==> src/rtl/adc32_pkg.sv <==
// Shared definitions for the sequential 32-bit add/subtract controller.
// Holds the FSM state encoding, operation codes and the default datapath sizes.
package adc32_pkg;

  localparam int unsigned WIDTH_DEF   = 32;
  localparam int unsigned SLICE_W_DEF = 8;

  localparam logic OP_ADD = 1'b0;
  localparam logic OP_SUB = 1'b1;

  typedef enum logic [1:0] {
    ST_IDLE = 2'd0,
    ST_RUN  = 2'd1,
    ST_DONE = 2'd2
  } state_t;

endpackage : adc32_pkg

==> src/rtl/adc_slice.sv <==
// Combinational SLICE_W-bit ripple-carry adder slice.
// Ports:
//   a, b      : slice operands (b already inverted for subtract)
//   cin       : carry into bit 0
//   sum       : slice sum
//   cout      : carry out of the top bit
//   c_msb_in  : carry into the top bit (for signed overflow)
module adc_slice #(
  parameter int unsigned SLICE_W = 8
) (
  input  logic [SLICE_W-1:0] a,
  input  logic [SLICE_W-1:0] b,
  input  logic               cin,
  output logic [SLICE_W-1:0] sum,
  output logic               cout,
  output logic               c_msb_in
);

  // Ripple the carry through a local variable, one full-adder cell per bit.
  always_comb begin
    logic carry;
    carry    = cin;
    sum      = '0;
    c_msb_in = 1'b0;
    for (int unsigned i = 0; i < SLICE_W; i++) begin
      if (i == SLICE_W - 1) c_msb_in = carry;
      sum[i] = a[i] ^ b[i] ^ carry;
      carry  = (a[i] & b[i]) | (carry & (a[i] ^ b[i]));
    end
    cout = carry;
  end

endmodule : adc_slice

==> src/rtl/adc32_seq_ctrl.sv <==
// Multi-cycle add/subtract sequencer: one SLICE_W-bit slice per clock,
// LSB slice first, with the inter-slice carry held in a register.
// Optional zero flag: define ADC32_SEQ_ZERO_FLAG_EN to add output zf.
// Ports:
//   clk, rst      : clock (rising edge), synchronous active-high reset
//   start         : request, sampled only in IDLE
//   op_sub        : 0 = a+b, 1 = a-b; latched with start
//   a, b          : operands; latched with start
//   busy          : high in RUN and DONE
//   done          : one-cycle pulse, result valid
//   s, co, ovf    : result, carry out of MSB, signed overflow
//   zf            : (optional) result is zero
module adc32_seq_ctrl
  import adc32_pkg::*;
#(
  parameter int unsigned WIDTH   = WIDTH_DEF,
  parameter int unsigned SLICE_W = SLICE_W_DEF
) (
  input  logic             clk,
  input  logic             rst,
  input  logic             start,
  input  logic             op_sub,
  input  logic [WIDTH-1:0] a,
  input  logic [WIDTH-1:0] b,
  output logic             busy,
  output logic             done,
  output logic [WIDTH-1:0] s,
  output logic             co,
  output logic             ovf
`ifdef ADC32_SEQ_ZERO_FLAG_EN
  ,
  output logic             zf
`endif
);

  localparam int unsigned NSLICE = WIDTH / SLICE_W;
  localparam int unsigned IDX_W  = (NSLICE > 1) ? $clog2(NSLICE) : 1;

  state_t             state_q, state_next;
  logic [IDX_W-1:0]   idx_q;
  logic [WIDTH-1:0]   a_q, b_q;
  logic               carry_q;
  logic               accept;
  logic               slice_last;

  logic [SLICE_W-1:0] slice_sum;
  logic               slice_cout;
  logic               slice_cmsb;

  // Operands are shifted right each RUN cycle, so the active slice is always at the bottom.
  adc_slice #(
    .SLICE_W (SLICE_W)
  ) u_slice (
    .a        (a_q[SLICE_W-1:0]),
    .b        (b_q[SLICE_W-1:0]),
    .cin      (carry_q),
    .sum      (slice_sum),
    .cout     (slice_cout),
    .c_msb_in (slice_cmsb)
  );

  // State register.
  always_ff @(posedge clk) begin
    if (rst) state_q <= ST_IDLE;
    else     state_q <= state_next;
  end

  // Next-state logic.
  always_comb begin
    state_next = state_q;
    accept     = 1'b0;
    slice_last = (idx_q == IDX_W'(NSLICE - 1));
    case (state_q)
      ST_IDLE: begin
        if (start) begin
          accept     = 1'b1;
          state_next = ST_RUN;
        end
      end
      ST_RUN: begin
        if (slice_last) state_next = ST_DONE;
      end
      ST_DONE: state_next = ST_IDLE;
      default: state_next = ST_IDLE;
    endcase
  end

  // Status flags track the state they will be in after this edge.
  always_ff @(posedge clk) begin
    if (rst) begin
      busy <= 1'b0;
      done <= 1'b0;
    end else begin
      busy <= (state_next != ST_IDLE);
      done <= (state_next == ST_DONE);
    end
  end

  // Operand latch, slice sequencing and result capture.
  always_ff @(posedge clk) begin
    if (rst) begin
      a_q     <= '0;
      b_q     <= '0;
      carry_q <= 1'b0;
      idx_q   <= '0;
      s       <= '0;
      co      <= 1'b0;
      ovf     <= 1'b0;
    end else if (accept) begin
      a_q     <= a;
      b_q     <= (op_sub == OP_SUB) ? ~b : b;
      carry_q <= op_sub;               // the +1 of two's-complement subtract
      idx_q   <= '0;
      s       <= '0;
    end else if (state_q == ST_RUN) begin
      s[idx_q*SLICE_W +: SLICE_W] <= slice_sum;
      carry_q <= slice_cout;
      a_q     <= a_q >> SLICE_W;
      b_q     <= b_q >> SLICE_W;
      idx_q   <= idx_q + IDX_W'(1);
      if (slice_last) begin
        co  <= slice_cout;
        ovf <= slice_cout ^ slice_cmsb;
      end
    end
  end

`ifdef ADC32_SEQ_ZERO_FLAG_EN
  logic acc_q;

  // OR-accumulate every slice sum; zf resolves on the last slice.
  always_ff @(posedge clk) begin
    if (rst) begin
      acc_q <= 1'b0;
      zf    <= 1'b0;
    end else if (accept) begin
      acc_q <= 1'b0;
      zf    <= 1'b0;
    end else if (state_q == ST_RUN) begin
      acc_q <= acc_q | (|slice_sum);
      if (slice_last) zf <= ~(acc_q | (|slice_sum));
    end
  end
`endif

endmodule : adc32_seq_ctrl

==> config.mk <==
export PLATFORM = sky130hd
export DESIGN_NAME = adc32_seq_ctrl
export DESIGN_NICKNAME = d
export VERILOG_FILES = /design/src/rtl/adc32_pkg.sv /design/src/rtl/adc_slice.sv /design/src/rtl/adc32_seq_ctrl.sv
export SDC_FILE = /design/constraint.sdc
export NUM_CORES = 1
export LEC_CHECK = 0
export BUFFER_PORTS_ARGS = -buffer_cell sky130_fd_sc_hd__buf_2
export CAP_MARGIN = 15
export CORE_MARGIN = 2
export CORE_UTILIZATION = 30
export DETAILED_ROUTE_END_ITERATION = 6
export GPL_TIMING_DRIVEN = 0
export HOLD_SLACK_MARGIN = 0.05
export PLACE_DENSITY = 0.47
export SYNTH_ARGS = -nofsm -noshare
export SYNTH_HDL_FRONTEND = slang
export SYNTH_SLANG_ARGS = --single-unit
==> constraint.sdc <==
create_clock -name clk -period 4.6 [get_ports clk]
set_input_delay 0.92 -clock clk [delete_from_list [all_inputs] [get_ports clk]]
set_output_delay 0.92 -clock clk [all_outputs]
set_load 0.03 [all_outputs]
==> summary.md <==
| Metric | Value |
|---|---|
| Reg2reg end | `s[7]` |
| First-pass GRT wire length | `20,800 um` |
| Drc violations | `0` |
| Largest family of logic cells by synthesized area | `simple AND/OR/NAND/NOR gates` |
| RR Startpoint | `a_q[0]` |
| CP Capture Type | `register` |
| GRT overflow | `0` |
| VDD IR max | `between 0.15 and 0.2 mV` |
| CP required | `just under 5 ns` |
| Initial Util | `30.7%` |
| Hold WC Path Type | `register to register` |
| Drt pass-1 iters | `4` |
| Adder-Cell Fraction of Synth Area | `under 10%` |
| CTS clk-pin slew, worst paths | `about 0.07 ns` |
| Share of cells above drive strength 1 | `22.8%` |
| Antenna violations before repair | `0` |
| Die H | `~130 um` |
| Worst hold endpoint | `s[15]` |
| Mux share of post-synthesis cell area | `less than 1%` |
| FFs w/ async S/R, synth | `0%` |
| RSZ-0062 raised after global routing | `no` |
| Post-route cell area | `~5700 um^2` |
| WL per Instance | `between 15 and 20 um` |
| Final weighted congestion in routability-driven placement | `between 0.8 and 0.9` |
| Most frequent CP cell | `fa_1` |
| FILL cells | `between 1.5k and 2k` |
| Initial DRC count | `~240` |
| PD cells | `352 nW/um^2` |
| Mapped Nets | `about 600` |
| Core Area | `about 15,000 um^2` |
| Synth Area in Compound Gates | `a little under a fifth` |
| Synth Area in Simple Gates | `between 10% and 20%` |
| Largest net degree at the start of global routing | `16` |
| Critical path class | `register to register` |
| Max FO, Critical Path | `4` |
| Final wirelength | `approximately 13,000 um` |
| H-tree levels | `3` |
| Worst-skew pair later-pin latency | `0.34 ns` |
| Slowest stage delay, CP | `~0.52 ns` |
| Die Area | `approximately 17,000 um^2` |
| Post-synth top flop | `dfxtp_1` |
| Slew at the pin closest to its max-slew limit | `0.564 ns` |
| Cts bufs inserted | `9` |
| Min cycle time layout | `between 3 and 4 ns` |
| R2r setup slk | `1.05 ns` |
| Setup crit start kind | `register` |
| Nets | `around 720` |
| CP max-delay cell | `fa_1` |
| Cell row count | `45` |
| Final Hold Viols | `0` |
| Via density | `4.94` |
| DIE WIDTH | `about 130 um` |
| Share of the yosys chip area belonging to registers | `about 45%` |
| Vias | `just over 4k` |
| Worst hold start | `s[15]` |
| Count of pins over their slew limit | `0` |
| Post-DP HPWL | `between 9000 and 10,000 um` |
| Synth Register Bits | `105` |
| Post-synth cell types | `36` |
| Clock sink total | `105` |
| Max cap viols | `0` |
| GRT Total Usage | `between 15 and 20%` |
| Post-CTS sizing | `0` |
| Number of global-route vias before repair | `about 4.1k` |
| Max Clock Freq | `around 280 MHz` |
| CTS tree | `built` |
| Synth-to-layout area growth | `21.7%` |
| Post-CTS setup repair buffer count | `0` |
| Leakage | `2.26 nW` |
| Clk root buf | `clkbuf_16` |
| CP arrival | `between 3 and 4 ns` |
| Setup Viol. Count Final | `0` |
| Synth Area in XOR/XNOR | `roughly 6.4%` |
| Final period util | `77.2%` |
| Cell Area, Synth | `~4700 um^2` |
| Clock Skew | `0.00429 ns` |
| Max_slew headroom | `a little over three fifths` |
| # hold bufs at CTS | `0` |
| R2R cell count | `14` |
| Outcome | `complete, no violations` |
| Mapped Cells | `520` |
| Setup TNS Final | `0 ns` |
| Synth warn | `0` |
| Crit path cell chain | `fa_1 -> fa_1 -> inv_1 -> fa_1 -> fa_1 -> inv_1 -> fa_1 -> inv_1 -> fa_1 -> fa_1 -> inv_1 -> fa_1 -> nand4_1 -> a21oi_1` |
| Antenna-violating nets left | `0` |
| Hold Path Depth | `2` |
| Placed cell area | `approximately 5400 um^2` |
| CTS Buffer Depth | `2` |
| EDFF count, synth | `0` |
| Post-Syn Area per Cell | `~9.0 um^2` |
| IO Count | `~100` |
| Port Buf Inserts | `102` |
| Final Util | `a little under two fifths` |
-- state kept, by name, summed over array words and instances (netlist names) --
| signal | flops |
|---|---|
| a_q | 32 |
| b_q | 32 |
| s | 32 |
| idx_q | 2 |
| state_q | 2 |
| busy | 1 |
| carry_q | 1 |
| co | 1 |
| done | 1 |
| ovf | 1 |
-- final cells by class --
| cell class | count | area [um^2] | area share [%] |
|---|---|---|---|
| antenna | 1 | 2.50 | 0.0441 |
| timing repair buffer | 102 | 510 | 8.99 |
| inverter | 16 | 60.1 | 1.06 |
| buffer | 45 | 216 | 3.81 |
| clock buffer | 12 | 246 | 4.34 |
| sequential | 105 | 2100 | 37.0 |
| clock inverter | 3 | 17.5 | 0.309 |
| multi-input combinational | 354 | 2290 | 40.3 |
| tap | 188 | 235 | 4.14 |
-- logic make-up (layout without fill, tap and decap cells) --
| family | after synthesis | in the layout |
|---|---|---|
| muxes | 1 | 1 |
| DFF | 105 | 105 |
| AOI/OAI and AO/OA | 127 | 127 |
| buffers and inverters | 61 | 178 |
| xor gates and xnor gates | 34 | 34 |
| other | 0 | 1 |
| and+or+nand+nor | 178 | 178 |
| adders and majority gates | 14 | 14 |
-- worst max-delay path: cells and delay by family (launching register included) --
kind	cells	cell delay, ns
adders and majority gates	8	2.56
DFF	1	0.38
buffers and inverters	4	0.26
and+or+nand+nor	1	0.16
AOI/OAI and AO/OA	1	0.07
-- per-layer routing --
metal  vias up  GRT usage, %  part of all wire [%]
li1       2057             -                     -
met1      1912          21.0                    47
met2        99          26.0                    46
met3        15          4.07                   5.1
met4         0          5.63                   1.4
met5         -             0                     0
-- worst max-delay path by stage --
stage / from / to / slack, ns / depth (start not counted)
final: a_q[0] / s[7] / 1.05 / 14
after floorplan: a_q[0] / s[15] / 1.34 / 14
after detailed placement: a_q[0] / s[7] / 1.04 / 14
after global placement: a_q[0] / s[7] / 1.10 / 14
after global routing: a_q[0] / ovf / 0.81 / 15
after CTS: a_q[0] / s[7] / 1.03 / 14
-- synth_stat cells, types with 14 or more instances --
| cell type | n | area [um^2] |
|---|---|---|
| dfxtp_1 | 105 | 2100 |
| nor2_1 | 61 | 229 |
| a221o_1 | 24 | 240 |
| xnor2_1 | 26 | 228 |
| buf_2 | 22 | 110 |
| a21oi_1 | 58 | 290 |
| nand4_1 | 16 | 100 |
| nand2_1 | 59 | 221 |
| clkbuf_1 | 16 | 60.1 |
| nand4b_1 | 16 | 140 |
| a211oi_1 | 22 | 165 |
| inv_1 | 14 | 52.6 |
-- cells in the final DEF (no fill, tap or decap), types with 2 or more instances in the layout --
cell	n
a21oi_1	58
nand2b_1	3
nand4b_1	16
o22ai_1	9
a211oi_1	22
nand3b_1	5
clkinv_2	2
a221oi_1	4
nor2b_1	3
nand4_1	16
xor2_1	8
nand2_1	59
fa_1	8
a221o_1	24
ha_1	6
buf_1	2
buf_4	3
nor2_1	61
a22oi_1	8
buf_2	124
xnor2_1	26
clkbuf_16	9
nand3_1	9
clkinv_1	2
inv_1	14
dfxtp_1	105
clkbuf_1	18
-- where the power goes --
group          total [mW]  switching [mW]  internal, mW
clock network       0.703           0.326         0.378
registers           0.990          0.0326         0.957
logic               0.307           0.177         0.129
total                2.00           0.536          1.46
-- stage by stage --
step	setup slack (ns)	instances	power, mW	hold WS, ns
global route	0.806	825	2.10	0.463
floorplan	1.34	520	1.20	0.437
global placement	1.10	810	1.31	0.438
CTS	1.03	825	2.03	0.449
finish	1.05	826	2.00	0.444
detailed placement	1.04	810	1.32	0.441
No activity file was read; power rests on OpenSTA's default activity.
